[config.mk]
export PLATFORM = sky130hd
export DESIGN_NAME = branch_target_pipe
export DESIGN_NICKNAME = d
export VERILOG_FILES = /design/src/rtl/branch_target_pipe.sv
export SDC_FILE = /design/constraint.sdc
export NUM_CORES = 1
export LEC_CHECK = 0
export ABC_AREA = 0
export BUFFER_PORTS_ARGS = -buffer_cell sky130_fd_sc_hd__buf_4
export CAP_MARGIN = 15
export CORE_AREA = 2 2 134 136
export DETAILED_ROUTE_END_ITERATION = 6
export DIE_AREA = 0 0 136 138
export GPL_ROUTABILITY_DRIVEN = 0
export PLACE_DENSITY = 0.78
export SYNTH_ARGS = -nofsm -noshare
export SYNTH_HDL_FRONTEND = slang
export SYNTH_SLANG_ARGS = --single-unit
export TNS_END_PERCENT = 20
[constraint.sdc]
create_clock -name Clk -period 3.9 [get_ports Clk]
set_clock_uncertainty 0.1 [all_clocks]
set_input_delay 0.78 -clock Clk [delete_from_list [all_inputs] [get_ports Clk]]
set_output_delay 0.78 -clock Clk [all_outputs]
set_load 0.02 [all_outputs]
[src/rtl/branch_target_pipe.sv]
// Branch target/taken/next-PC unit for BEQ/BNE/BLT/BGE; optional BRANCH_STATS_EN adds handshake counters.
// Latency: 2 cycles from input handshake to OutValid; throughput 1/cycle.
// Backpressure: OutReady stalls stage 2, stage 1 fills behind it; InReady drops only when both are full.
module branch_target_pipe #(
    parameter int WIDTH        = 32,
    parameter int OFFSET_WIDTH = 16,
    parameter int SHIFT        = 2
) (
    input  logic                    Clk,
    input  logic                    Reset,
    input  logic                    Flush,
    input  logic                    InValid,
    output logic                    InReady,
    input  logic [1:0]              BranchOp,
    input  logic [WIDTH-1:0]        PC,
    input  logic [OFFSET_WIDTH-1:0] Offset,
    input  logic [WIDTH-1:0]        ValueIn1,
    input  logic [WIDTH-1:0]        ValueIn2,
    output logic                    OutValid,
    input  logic                    OutReady,
    output logic                    Taken,
    output logic [WIDTH-1:0]        Target,
    output logic [WIDTH-1:0]        NextPC
`ifdef BRANCH_STATS_EN
    ,
    output logic [31:0]             BranchCount,
    output logic [31:0]             TakenCount
`endif
);

    typedef enum logic [1:0] {
        OP_BEQ = 2'b00,
        OP_BNE = 2'b01,
        OP_BLT = 2'b10,
        OP_BGE = 2'b11
    } br_op_e;

    localparam logic [WIDTH-1:0] FALL_STEP = WIDTH'(1) << SHIFT;

    // Stage 1: raw captured request
    logic                    s1_valid_q, s1_valid_d;
    logic [1:0]              s1_op_q, s1_op_d;
    logic [WIDTH-1:0]        s1_pc_q, s1_pc_d;
    logic [OFFSET_WIDTH-1:0] s1_off_q, s1_off_d;
    logic [WIDTH-1:0]        s1_a_q, s1_a_d;
    logic [WIDTH-1:0]        s1_b_q, s1_b_d;

    // Stage 2: registered results
    logic                    s2_valid_q, s2_valid_d;
    logic                    taken_q, taken_d;
    logic [WIDTH-1:0]        target_q, target_d;
    logic [WIDTH-1:0]        next_pc_q, next_pc_d;

    logic                    s1_advance, s2_advance;
    logic [WIDTH-1:0]        off_sext, br_target, br_fall;
    logic                    br_lt, br_taken;

    always_comb begin
        off_sext  = WIDTH'($signed(s1_off_q));
        br_target = s1_pc_q + (off_sext << SHIFT);
        br_fall   = s1_pc_q + FALL_STEP;
        br_lt     = $signed(s1_a_q) < $signed(s1_b_q);
        br_taken  = 1'b0;
        case (br_op_e'(s1_op_q))
            OP_BEQ:  br_taken = (s1_a_q == s1_b_q);
            OP_BNE:  br_taken = (s1_a_q != s1_b_q);
            OP_BLT:  br_taken = br_lt;
            OP_BGE:  br_taken = !br_lt;
            default: br_taken = 1'b0;
        endcase
    end

    always_comb begin
        s2_advance = !s2_valid_q || OutReady;
        s1_advance = !s1_valid_q || s2_advance;

        s1_valid_d = s1_valid_q;
        s1_op_d    = s1_op_q;
        s1_pc_d    = s1_pc_q;
        s1_off_d   = s1_off_q;
        s1_a_d     = s1_a_q;
        s1_b_d     = s1_b_q;
        s2_valid_d = s2_valid_q;
        taken_d    = taken_q;
        target_d   = target_q;
        next_pc_d  = next_pc_q;

        if (s1_advance) begin
            s1_valid_d = InValid;
            if (InValid) begin
                s1_op_d  = BranchOp;
                s1_pc_d  = PC;
                s1_off_d = Offset;
                s1_a_d   = ValueIn1;
                s1_b_d   = ValueIn2;
            end
        end

        if (s2_advance) begin
            s2_valid_d = s1_valid_q;
            if (s1_valid_q) begin
                taken_d   = br_taken;
                target_d  = br_target;
                next_pc_d = br_taken ? br_target : br_fall;
            end
        end

        // Flush only kills valid bits; stale data is harmless behind OutValid=0
        if (Flush) begin
            s1_valid_d = 1'b0;
            s2_valid_d = 1'b0;
        end
    end

    always_ff @(posedge Clk) begin
        if (Reset) begin
            s1_valid_q <= 1'b0;
            s1_op_q    <= '0;
            s1_pc_q    <= '0;
            s1_off_q   <= '0;
            s1_a_q     <= '0;
            s1_b_q     <= '0;
            s2_valid_q <= 1'b0;
            taken_q    <= 1'b0;
            target_q   <= '0;
            next_pc_q  <= '0;
        end else begin
            s1_valid_q <= s1_valid_d;
            s1_op_q    <= s1_op_d;
            s1_pc_q    <= s1_pc_d;
            s1_off_q   <= s1_off_d;
            s1_a_q     <= s1_a_d;
            s1_b_q     <= s1_b_d;
            s2_valid_q <= s2_valid_d;
            taken_q    <= taken_d;
            target_q   <= target_d;
            next_pc_q  <= next_pc_d;
        end
    end

    assign InReady  = s1_advance;
    assign OutValid = s2_valid_q;
    assign Taken    = taken_q;
    assign Target   = target_q;
    assign NextPC   = next_pc_q;

`ifdef BRANCH_STATS_EN
    logic [31:0] branch_cnt_q, branch_cnt_d;
    logic [31:0] taken_cnt_q, taken_cnt_d;
    logic        out_hs;

    // A result presented during Flush is treated as discarded, not delivered
    always_comb begin
        out_hs       = s2_valid_q && OutReady && !Flush;
        branch_cnt_d = branch_cnt_q;
        taken_cnt_d  = taken_cnt_q;
        if (out_hs) begin
            branch_cnt_d = branch_cnt_q + 32'd1;
            if (taken_q) begin
                taken_cnt_d = taken_cnt_q + 32'd1;
            end
        end
    end

    always_ff @(posedge Clk) begin
        if (Reset) begin
            branch_cnt_q <= '0;
            taken_cnt_q  <= '0;
        end else begin
            branch_cnt_q <= branch_cnt_d;
            taken_cnt_q  <= taken_cnt_d;
        end
    end

    assign BranchCount = branch_cnt_q;
    assign TakenCount  = taken_cnt_q;
`endif

endmodule

==> results, run 1 <==
- The class of the most critical setup path is flop to flop.
- The post-CTS setup buffer count is 0.
- The most numerous cell in the Yosys netlist is sky130_fd_sc_hd__nand2_1.
- The slowest stage of the critical path is the sky130_fd_sc_hd__or4_1 cell.
- The pre-antenna-repair detailed-routing pass consisted of 5 iterations.
- The number of synthesized register bits is 179.
- Setup repair after global routing left no endpoint under its margin.
- The number of buffer cells added on primary ports is 185.
- The nature of the critical path endpoint is a flop.
- The analysis attributes to cell leakage a power of 4.86 nW.
- At the later pin of the worst-skew pair, clock insertion delay measures 0.45 ns.
- The post-cts gate resize count is 0.
- Sorting the synthesized cells by area gives the leading types as sky130_fd_sc_hd__dfxtp_1 39%, sky130_fd_sc_hd__nand2_1 12%, sky130_fd_sc_hd__a21oi_1 9.5%.
- The layout filler cell count is 1564.
- Setup total negative slack on the finished layout was measured at 0 ns.
- The sequential cell area fraction in the yosys report is 38.7%.
- The total wire length after detailed routing is 25100 um.
- The final route contains 8779 vias.
- The reg2reg setup slack is 0.45 ns.
- The capture instance of the worst register-to-register path is NextPC[13].
- Setup violations remaining at the end of the flow were counted as 0.
- The total global-route track usage is 26.5%.
- The worst hold path terminates at s1_b_q[3].
- The total die area is 18800 um^2.
- The worst setup path is launched from a flop.
- The number of nets with antenna violations after detailed routing is 0.
- The count of buffer and inverter cells on the critical path is 1.
- The type of the tightest min-delay check is flop to flop.
- The top cell family by delay on the critical path is simple AND/OR/NAND/NOR gates.
- The power per standard cell area is 384 nW/um^2.
- The number of nets at the end of the flow is 1525.
- Relative to the synthesized area, the layout overhead comes to 23.0%.
- sky130_fd_sc_hd__dfxtp_1 takes more of the synthesized area than any other cell.
- The number of instances on the worst hold path is 2.
- 0 antenna diodes ended up in the layout.
- The most used flip-flop cell after synthesis is sky130_fd_sc_hd__dfxtp_1.
- The hold buffer count at cts is 0.
- The post-synthesis instance area is 9260 um^2.
- The number of warnings reported in the yosys synthesis log is 0.
- Traced cell by cell, the critical path runs through inv_1 -> ha_1 -> nand4_1 -> nor4_1 -> a21boi_1 -> o31ai_1 -> and4_4 -> or4_1 -> and3_4 -> a221o_1.
- The buffer levels on the longest clock path is 2.
- The critical path crosses 10 cells after its start point.
- The tool flagged a number of max-cap violations equal to 0.
- The actual transition at the worst max-transition pin is 1.11 ns.
- The routed design could run at a clock period as short as 3.45 ns.
- The number of clock sinks is 179.
- The number of global-route vias before repair is 8363.
- After clock tree synthesis, the clock-pin slew on the worst setup and hold paths is 0.07 ns.
- The number of antenna violations at the first check in global routing is 0.
- Of all flip-flops after synthesis, the portion carrying an async set or reset was 0%.
- Detailed placement ended at an HPWL of 18200 um.
- The peak fanout along the critical path is 14.
- Before CTS, the worst setup slack after placement is 0.495 ns.
- The data arrival at the endpoint of the critical path is 3.68 ns.
- The final number of max-transition violations is 0.
- Row generation in the floorplan step produced 49 rows.
- Entering global routing, the biggest net connects 75 pins.
- The global route total overflow is 0.
- The CTS tree is done.
- The fmax is 290 MHz.
- The synthesized area per cell is 7.77 um^2.
- Across the VDD grid, the largest voltage drop is 328 uV.
- In this design, the stage delay of the slowest critical-path cell is 0.85 ns.
- For this configuration, the core starts out at a cell density of 52.8%.
- The CTS H-tree depth is 4.
- Counting flops with a built-in enable in the synthesized netlist gives 0.
- Synthesis produced 1192 cells.
- Measured against its own limit, the worst slew margin works out to 26.0%.
- The first-iteration detailed-routing DRC count is 699.
- The share of cells above drive strength 1 is 18.5%.
- The global-route wire length before repair is 40100 um.
- The commonest cells after synthesis are 307 x sky130_fd_sc_hd__nand2_1, 179 x sky130_fd_sc_hd__dfxtp_1, 175 x sky130_fd_sc_hd__a21oi_1, 62 x sky130_fd_sc_hd__ha_1.
- For the worst flop-to-flop path, the logic depth is 10.
- The startpoint identified for the worst hold timing path is s1_b_q[3].
- The share of the clock period used by the worst path is 88.4%.
- The synthesized net count is 1374.
- The startpoint identified for the worst register-to-register timing path is s1_b_q[14].
- Data on the critical path is required at its endpoint by 4.13 ns.
- The run finished with clean final reports.
- In this run the clock root is driven by a sky130_fd_sc_hd__clkbuf_16.
- The detail-routed net length per standard cell is 15.8 um.
- The count of boundary I/O pins is 186.
- In this run the horizontal extent of the chip is 136 um.
- The floorplan die height is 138 um.
- The portion of synthesized cell area occupied by the leading cell type is 38.7%.
- The number of hold violations in the final report is 0.
- The residual DRC count is 0.
- TritonCTS created 17 clock buffers.
- In the post-route analysis, the smallest setup slack over all paths is 0.451 ns.
- The area of the core region is 17500 um^2.
- After detailed routing, the number of vias per cell comes to 5.54.
- The distinct cell type count of the synthesized netlist is 63.
[how the worst max path moves through the flow]
stage / startpoint / to / slack (ns)
floorplan: s1_pc_q[2] / NextPC[30] / 0.88
global placement: s1_b_q[14] / NextPC[13] / 0.64
CTS: s1_b_q[14] / NextPC[13] / 0.49
global route: s1_b_q[14] / NextPC[13] / 0.28
detailed placement: s1_b_q[14] / NextPC[13] / 0.50
finish: s1_b_q[14] / NextPC[13] / 0.45
[metrics by stage]
stage          total power, mW  utilization (%)  area [um^2]  hold slack (ns)  cells
2_1_floorplan             2.45                -         9260            0.332   1192
3_3_place_gp              2.70             61.7        10800            0.342   1553
3_5_place_dp              2.72             61.7        10800            0.346   1553
4_1_cts                   4.37             65.0        11400            0.356   1585
5_1_grt                   4.53             65.0        11400            0.369   1585
6_report                  4.37             65.0        11400            0.354   1585
[report_power, final]
group	switching, mW	total (mW)	internal, mW
Sequential	0.0746	1.99	1.91
Clock	0.793	1.69	0.895
Combinational	0.397	0.695	0.298
Total	1.26	4.37	3.11
[metal layers]
layer	global-route usage, %	share of wire [%]	vias to the layer above
li1	-	-	4396
met1	33.5	44	4078
met2	44.6	48	261
met3	5.65	6.2	44
met4	8.99	2.1	0
met5	0	0	-
[cell usage in the layout, fill, tap and decap left out, types with 13 or more instances in the layout]
master and count:
sky130_fd_sc_hd__a32o_1 13, sky130_fd_sc_hd__clkbuf_16 17, sky130_fd_sc_hd__ha_1 62, sky130_fd_sc_hd__xnor2_1 30
sky130_fd_sc_hd__inv_1 50, sky130_fd_sc_hd__nand2_1 306, sky130_fd_sc_hd__xor2_1 23, sky130_fd_sc_hd__o21ai_0 29
sky130_fd_sc_hd__nand3_1 29, sky130_fd_sc_hd__dfxtp_1 179, sky130_fd_sc_hd__nand4_1 14, sky130_fd_sc_hd__a21oi_1 175
sky130_fd_sc_hd__nor2_1 57, sky130_fd_sc_hd__buf_4 199
[cell families (layout without fill, tap and decap cells)]
kind of cell | after synthesis | after routing | share of synthesized area, %
flops | 179 | 179 | 38.7
simple gates | 472 | 472 | 22.5
xor+xnor | 53 | 53 | 5.01
compound gates | 300 | 300 | 19.5
fa+ha+maj | 63 | 63 | 8.59
mux | 6 | 6 | 0.649
buf+inv | 119 | 283 | 5.05
[area by class of cell]
| type | instances | area (um^2) | share of cell area (%) |
|---|---|---|---|
| well taps | 229 | 287 | 2.52 |
| flip-flops and latches | 179 | 3580 | 31.5 |
| repair buffers | 201 | 1530 | 13.5 |
| clock inverters | 15 | 145 | 1.27 |
| clock buffers | 17 | 425 | 3.73 |
| multi-input cells | 894 | 5230 | 45.9 |
| inverters | 50 | 188 | 1.65 |
[tightest hold or removal path: cells and delay by family, from the launching register on]
kind            cells  cell delay (ns)
flops               1             0.31
simple gates        1             0.05
compound gates      1             0.05
[sequential cells by signal (all words and copies together) (netlist names), 2 cells and up]
| register | count |
|---|---|
| s1_off_q | 16 |
| s1_pc_q | 32 |
| Target | 32 |
| s1_b_q | 32 |
| NextPC | 30 |
| s1_a_q | 32 |
| s1_op_q | 2 |
Note: power is estimated with default switching activity, not from simulation.
==> run 2: changes to the inputs <==
--- a/config.mk
+++ b/config.mk
@@ -12,7 +12,7 @@
 export DETAILED_ROUTE_END_ITERATION = 6
 export DIE_AREA = 0 0 136 138
 export GPL_ROUTABILITY_DRIVEN = 0
-export PLACE_DENSITY = 0.78
+export PLACE_DENSITY = 0.75
 export SYNTH_ARGS = -nofsm -noshare
 export SYNTH_HDL_FRONTEND = slang
 export SYNTH_SLANG_ARGS = --single-unit
==> run 2 against run 1 <==
Effect of this change: sequential power about the same; non-clock buffer count down 4; critical path depth up 1; critical path type unchanged.
==> results, run 2 (synthesized netlist as in run 1, its figures left out) <==
- The worst vdd rail ir drop was 332 uV (was 328 uV).
- The capture instance of the worst register-to-register path is NextPC[30] (was NextPC[13]).
- The number of global-route vias before repair is 8132 (was 8363).
- The number of nets with antenna violations after detailed routing is 0 (unchanged).
- The total negative slack is 0 ns (unchanged).
- The max-capacitance violation count is 0 (unchanged).
- The initial cell density of the core is 52.8% (unchanged).
- The total die area is 18800 um^2 (unchanged).
- The library cell used as clock root buffer is sky130_fd_sc_hd__clkbuf_16 (unchanged).
- The time the worst path needs with I/O delays and setup was 3.34 ns (was 3.45 ns).
- The chip width came to 136 um (unchanged).
- The placed wire-length estimate after detailed placement is 17700 um (was 18200 um).
- The kind of launch point of the worst setup path was a flop (unchanged).
- The actual transition at the worst max-transition pin is 0.765 ns (was 1.11 ns).
- The number of instances on the worst hold path is 2 (unchanged).
- The layout filler cell count is 1574 (was 1564).
- The number of antenna violations at the first check in global routing is 0 (unchanged).
- The fmax is 300 MHz (was 290 MHz).
- The final number of max-transition violations is 0 (unchanged).
- The net switching power figure is 1.20 mW (was 1.26 mW).
- The count of boundary I/O pins was 186 (unchanged).
- The first-pass iteration count of the detailed router was 6 (was 5).
- The data arrival at the endpoint of the critical path came to 3.56 ns (was 3.68 ns).
- The buffer levels on the longest clock path is 2 (unchanged).
- The area of the core region is 17500 um^2 (unchanged).
- The post-CTS setup buffer count is 0 (unchanged).
- The number of clock sinks is 179 (unchanged).
- The share of the clock period used by the worst path came to 85.6% (was 88.4%).
- The CTS H-tree depth is 4 (unchanged).
- The critical hold path startpoint is s1_b_q[20] (was s1_b_q[3]).
- The part of the power in registers is 44.8% (was 45.5%).
- The data required time of the critical path is 4.12 ns (was 4.13 ns).
- The power per standard cell area was 389 nW/um^2 (was 384 nW/um^2).
- The detail-routed net length per standard cell was 15.6 um (was 15.8 um).
- The global-route wire length before repair is 39400 um (was 40100 um).
- The post-detailed-route via-to-cell ratio is 5.55 (was 5.54).
- The reg2reg setup slack came to 0.56 ns (was 0.45 ns).
- The total wire length after detailed routing is 24700 um (was 25100 um).
- The slowest library cell on the worst path is sky130_fd_sc_hd__o31ai_1 (was sky130_fd_sc_hd__or4_1).
- The post-cts gate resize count is 0 (unchanged).
- The switching share of power is 26.9% (was 28.9%).
- Ordered list of cells on the worst path: ha_1 -> inv_1 -> fa_1 -> nor2b_1 -> o211ai_1 -> a311o_1 -> a21bo_2 -> o31ai_1 -> a311oi_1 -> xnor2_1 -> a221o_1 (was inv_1 -> ha_1 -> nand4_1 -> nor4_1 -> a21boi_1 -> o31ai_1 -> and4_4 -> or4_1 -> and3_4 -> a221o_1).
- The static power due to leakage came to 4.88 nW (was 4.86 nW).
- The hold path endpoint is s1_b_q[20] (was s1_b_q[3]).
- The floorplan die height was 138 um (unchanged).
- The number of setup violations in the final report is 0 (unchanged).
- The beginning of the worst register-to-register path is s1_pc_q[2] (was s1_b_q[14]).
- The global route total overflow is 0 (unchanged).
- RSZ-0062 raised after global routing: false (unchanged).
- The first-iteration detailed-routing DRC count was 592 (was 699).
- The CTS tree is done (unchanged).
- The most common cell after layout, fill and taps aside is sky130_fd_sc_hd__nand2_1 (unchanged).
- The number of hold violations in the final report is 0 (unchanged).
- The share of cells above drive strength 1 came to 18.3% (was 18.5%).
- Outcome: complete, no violations (unchanged).
- The synthesis-to-layout area growth was 23.3% (was 23.0%).
- The total global-route track usage was 26.1% (was 26.5%).
- The delay of the slowest cell on the worst path came to 0.42 ns (was 0.85 ns).
- The nature of the critical path endpoint is a flop (unchanged).
- The number of CTS-inserted buffers is 17 (unchanged).
- The peak fanout along the critical path came to 5 (was 14).
- Most used cells in the layout excluding fill and tap cells: 306 x sky130_fd_sc_hd__nand2_1, 194 x sky130_fd_sc_hd__buf_4, 179 x sky130_fd_sc_hd__dfxtp_1 (was 306 x sky130_fd_sc_hd__nand2_1, 199 x sky130_fd_sc_hd__buf_4, 179 x sky130_fd_sc_hd__dfxtp_1).
- The final hold slack is 0.354 ns (about the same).
- The worst slew margin relative to its limit is 48.6% (was 26.0%).
- The class of the most critical setup path is flop to flop (unchanged).
- The clock latency at the later pin of the worst-skew pair is 0.43 ns (was 0.45 ns).
- The cell internal power dissipation came to 3.24 mW (was 3.11 mW).
- The residual DRC count was 0 (unchanged).
- The number of buffer cells added on primary ports came to 185 (unchanged).
- The type of the tightest min-delay check is flop to flop (unchanged).
- The total number of vias is 8775 (was 8779).
- The placement row count is 49 (unchanged).
- The utilization after layout is 65.1% (was 65.0%).
- The pin count of the biggest net entering global routing is 115 (was 75).
- The hold buffer count at cts is 0 (unchanged).
- The logic gate share of total power is 15.6% (was 15.9%).
- The part of the power in the clock network is 39.6% (was 38.6%).
- The number of nets at the end of the flow is 1521 (was 1525).
- The clock transition time at the flip-flop clock pins of the worst setup and hold paths is 0.07 ns (about the same).
- The depth of the worst register-to-register path came to 11 (was 10).
## run 2: cell types whose count changed in the layout (fill, tap and decap cells not counted), moves of 2 or more
cell,previous run,this run
sky130_fd_sc_hd__buf_4,199,194
sky130_fd_sc_hd__clkinvlp_4,4,1
sky130_fd_sc_hd__bufinv_16,1,3
sky130_fd_sc_hd__clkinv_2,2,4
sky130_fd_sc_hd__inv_6,5,3
sky130_fd_sc_hd__nor2_2,1,3
sky130_fd_sc_hd__nor2_1,57,55
sky130_fd_sc_hd__inv_8,2,0
sky130_fd_sc_hd__clkbuf_1,0,2
## run 2: through the flow
| step | area, um^2 | power (mW) | setup WS [ns] | cells |
|---|---|---|---|---|
| after floorplan | 9260 | 2.45 | 0.879 | 1192 |
| after detailed placement | 10800 | 2.71 | 0.587 | 1548 |
| after global routing | 11400 | 4.61 | 0.386 | 1581 |
| final | 11400 | 4.44 | 0.563 | 1582 |
| after global placement | 10800 | 2.70 | 0.673 | 1548 |
| after CTS | 11400 | 4.45 | 0.584 | 1580 |
## run 2: power groups by stage
| stage | clock network (mW) | registers (mW) | logic, mW |
|---|---|---|---|
| 4_1_cts | 1.78 | 1.99 | 0.690 |
| 6_report | 1.76 | 1.99 | 0.692 |
| 5_1_grt | 1.84 | 2.00 | 0.769 |
| 3_3_place_gp | 0 | 2.03 | 0.678 |
| 2_1_floorplan | 0 | 2.03 | 0.422 |
| 3_5_place_dp | 0 | 2.03 | 0.686 |
## run 2: worst max-delay path by stage
stage / startpoint / end / slack [ns] / cells after the start
finish: s1_pc_q[2] / NextPC[30] / 0.56 / 11
global route: s1_pc_q[2] / NextPC[30] / 0.39 / 11
detailed placement: s1_pc_q[2] / NextPC[30] / 0.59 / 11
CTS: s1_pc_q[2] / NextPC[30] / 0.58 / 11
floorplan: s1_pc_q[2] / NextPC[30] / 0.88 / 11
global placement: s1_pc_q[2] / NextPC[30] / 0.67 / 11
## run 2: routing by layer
metal  wire [um]  GRT usage, %  vias to the layer above
met5           0             0                        -
met4         650          9.59                        0
met3        1930          5.65                       58
met2       11800          43.3                      323
met1       10300          33.1                     4003
li1            -             -                     4391
## run 2: final cells by class
cell class | count | area [um^2] | share of cell area [%]
clock buffer | 20 | 447 | 3.91
timing repair buffer | 197 | 1520 | 13.3
inverter | 50 | 188 | 1.64
multi-input combinational | 894 | 5240 | 45.8
antenna | 1 | 2.50 | 0.0219
sequential | 179 | 3580 | 31.4
tap | 229 | 287 | 2.51
clock inverter | 12 | 153 | 1.34
## run 2: worst max-delay path, delay by kind of cell (launching register included)
family | cells | cell delay [ns]
AOI/OAI and AO/OA | 6 | 1.71
and+or+nand+nor | 1 | 0.16
buffers and inverters | 1 | 0.06
DFF | 1 | 0.39
xor gates and xnor gates | 1 | 0.18
adders and majority gates | 2 | 0.62
==> run 3: changes to the inputs <==
==> constraint.sdc (replaced) <==
create_clock -name Clk -period 3.2 [get_ports Clk]
set_clock_uncertainty 0.1 [all_clocks]
set_input_delay 0.64 -clock Clk [delete_from_list [all_inputs] [get_ports Clk]]
set_output_delay 0.64 -clock Clk [all_outputs]
set_load 0.02 [all_outputs]
==> run 3 against run 2 <==
Effect of this change: setup slack worse by 0.46 ns; sequential power is 22% higher; critical endpoint unchanged; highest routed layer unchanged; largest cell class unchanged; clock power grew 26%.
==> results, run 3 (synthesized netlist as in run 1, its figures left out) <==
- The number of global-route vias before repair is 8344 (was 8132).
- The data arrival at the endpoint of the critical path is 3.32 ns (was 3.56 ns).
- The most common cell after layout, fill and taps aside is sky130_fd_sc_hd__nand2_1 (unchanged).
- The time the worst path needs with I/O delays and setup is 3.10 ns (was 3.34 ns).
- The buffer levels on the longest clock path is 2 (unchanged).
- The number of nets at the end of the flow is 1549 (was 1521).
- The number of nets with antenna violations after detailed routing is 0 (unchanged).
- The static power due to leakage is 5.02 nW (was 4.88 nW).
- The number of antenna violations at the first check in global routing was 1 (was 0).
- The pin count of the biggest net entering global routing is 63 (was 115).
- The detail-routed net length per standard cell is 15.9 um (was 15.6 um).
- The max-capacitance violation count came to 0 (unchanged).
- The global routing met2 resource utilization came to 46.2% (was 43.3%).
- The number of hold violations in the final report is 0 (unchanged).
- The first-pass iteration count of the detailed router was 5 (was 6).
- The share of the clock period used by the worst path came to 96.7% (was 85.6%).
- The total die area is 18800 um^2 (unchanged).
- The worst slew margin relative to its limit is 55.9% (was 48.6%).
- The global-route wire length before repair is 40300 um (was 39400 um).
- The total negative slack is 0 ns (unchanged).
- The actual transition at the worst max-transition pin came to 0.656 ns (was 0.765 ns).
- The met3 usage in global routing is 5.90% (was 5.65%).
- The number of setup violations in the final report came to 0 (unchanged).
- The chip width is 136 um (unchanged).
- The met1 demand-to-capacity share in global routing came to 32.7% (was 33.1%).
- The share of cells above drive strength 1 is 20.3% (was 18.3%).
- The placement row count is 49 (unchanged).
- The power per standard cell area is 472 nW/um^2 (was 389 nW/um^2).
- The area of the core region is 17500 um^2 (unchanged).
- The count of boundary I/O pins is 186 (unchanged).
- The worst vdd rail ir drop is 408 uV (was 332 uV).
- Ordered list of cells on the worst path: ha_2 -> inv_1 -> fa_2 -> nor2b_4 -> o211ai_1 -> a311o_1 -> a21bo_2 -> o31ai_2 -> buf_4 -> a311oi_1 -> xnor2_1 -> a221o_1 (was ha_1 -> inv_1 -> fa_1 -> nor2b_1 -> o211ai_1 -> a311o_1 -> a21bo_2 -> o31ai_1 -> a311oi_1 -> xnor2_1 -> a221o_1).
- The floorplan die height is 138 um (unchanged).
- The data required time of the critical path is 3.42 ns (was 4.12 ns).
- The post-detailed-route via-to-cell ratio came to 5.56 (was 5.55).
- RSZ-0062 raised after global routing: true (was false).
- The final hold slack is 0.272 ns (was 0.354 ns).
- The number of clock sinks is 179 (unchanged).
- The total wire length after detailed routing was 25600 um (was 24700 um).
- The synthesis-to-layout area growth came to 26.0% (was 23.3%).
- The fmax is 323 MHz (was 300 MHz).
- The CTS tree is done (unchanged).
- The most congested layer reported by global routing is met2 (unchanged).
- The CTS H-tree depth was 4 (unchanged).
- The clock latency at the later pin of the worst-skew pair is 0.43 ns (about the same).
- The final setup slack of the worst path is 0.104 ns (was 0.563 ns).
- The peak fanout along the critical path is 5 (unchanged).
- The delay of the slowest cell on the worst path is 0.38 ns (was 0.42 ns).
- The number of buffer cells added on primary ports is 185 (unchanged).
- Most used cells in the layout excluding fill and tap cells: 306 x sky130_fd_sc_hd__nand2_1, 222 x sky130_fd_sc_hd__buf_4, 179 x sky130_fd_sc_hd__dfxtp_1 (was 306 x sky130_fd_sc_hd__nand2_1, 194 x sky130_fd_sc_hd__buf_4, 179 x sky130_fd_sc_hd__dfxtp_1).
- The total number of vias is 8946 (was 8775).
- The slowest library cell on the worst path is sky130_fd_sc_hd__fa_2 (was sky130_fd_sc_hd__o31ai_1).
- The global route total overflow is 0 (unchanged).
- The number of CTS-inserted buffers is 17 (unchanged).
- The nature of the critical path endpoint is a flop (unchanged).
- The placed wire-length estimate after detailed placement is 18700 um (was 17700 um).
- The class of the most critical setup path is flop to flop (unchanged).
- The clock transition time at the flip-flop clock pins of the worst setup and hold paths was 0.07 ns (about the same).
- The utilization after layout is 66.6% (was 65.1%).
- The total global-route track usage is 26.7% (was 26.1%).
- Outcome: complete, no violations (unchanged).
- The kind of launch point of the worst setup path is a flop (unchanged).
- The post-placement worst setup slack is 0.0767 ns (was 0.587 ns).
- The residual DRC count was 0 (unchanged).
- The final number of max-transition violations was 0 (unchanged).
- The initial cell density of the core is 52.8% (unchanged).
- The type of the tightest min-delay check is input port to flop (was flop to flop).
- The layout filler cell count is 1560 (was 1574).
- The library cell used as clock root buffer is sky130_fd_sc_hd__clkbuf_16 (unchanged).
- The first-iteration detailed-routing DRC count was 566 (was 592).
## run 3: cell count changes in the layout (fill, tap and decap cells not counted), moves of 2 or more
cell	change
sky130_fd_sc_hd__buf_4	+28
sky130_fd_sc_hd__inv_6	-2
sky130_fd_sc_hd__clkinv_2	-3
sky130_fd_sc_hd__clkbuf_8	+4
## run 3: layout make-up
class | count | area, um^2 | area share (%)
antenna | 1 | 2.50 | 0.0214
clock buffer | 23 | 498 | 4.27
clock inverter | 7 | 121 | 1.04
inverter | 50 | 188 | 1.61
multi-input combinational | 894 | 5270 | 45.1
sequential | 179 | 3580 | 30.7
tap | 229 | 287 | 2.45
timing repair buffer | 225 | 1730 | 14.8
## run 3: repair_timing
item / in CTS / in global routing
endpoints found under the setup margin: 1 / 15
setup buffers: 0 / 4
pin swaps: 0 / 4
resized for setup: 1 / 7
hold buffers: 0 / 0
## run 3: power breakdown
part           switching [mW]  internal, mW  total (mW)
sequential             0.0833          2.33        2.42
combinational           0.501         0.386       0.888
clock                   0.876          1.33        2.21
total                    1.46          4.05        5.51
## run 3: final timing paths
| check | startpoint | to | slack [ns] | cells after the start |
|---|---|---|---|---|
| setup / recovery | s1_pc_q[2] | NextPC[30] | 0.10 | 12 |
| hold / removal | Flush | s1_valid_q | 0.27 | 2 |
| setup reg to reg | s1_pc_q[2] | NextPC[30] | 0.10 | 12 |
| hold reg to reg | NextPC[4] | NextPC[4] | 0.35 | 2 |
## run 3: metal layers
| layer | share of wire, % | vias up |
|---|---|---|
| li1 | - | 4442 |
| met1 | 42 | 4185 |
| met2 | 50 | 286 |
| met3 | 6.5 | 33 |
| met4 | 1.6 | 0 |
| met5 | 0 | - |
## run 3: worst max-delay path: cells and delay by family (launching register included)
kind / cells / cell delay, ns
fa+ha+maj: 2 / 0.58
flops: 1 / 0.35
xor+xnor: 1 / 0.16
compound gates: 6 / 1.45
simple gates: 1 / 0.13
buf+inv: 2 / 0.23
## run 3: metrics by stage
step                power, mW  cells  cell area [um^2]
floorplan                2.99   1192              9260
global placement         3.32   1573             11000
CTS                      5.52   1603             11600
global route             5.70   1607             11700
detailed placement       3.33   1573             11000
finish                   5.51   1608             11700
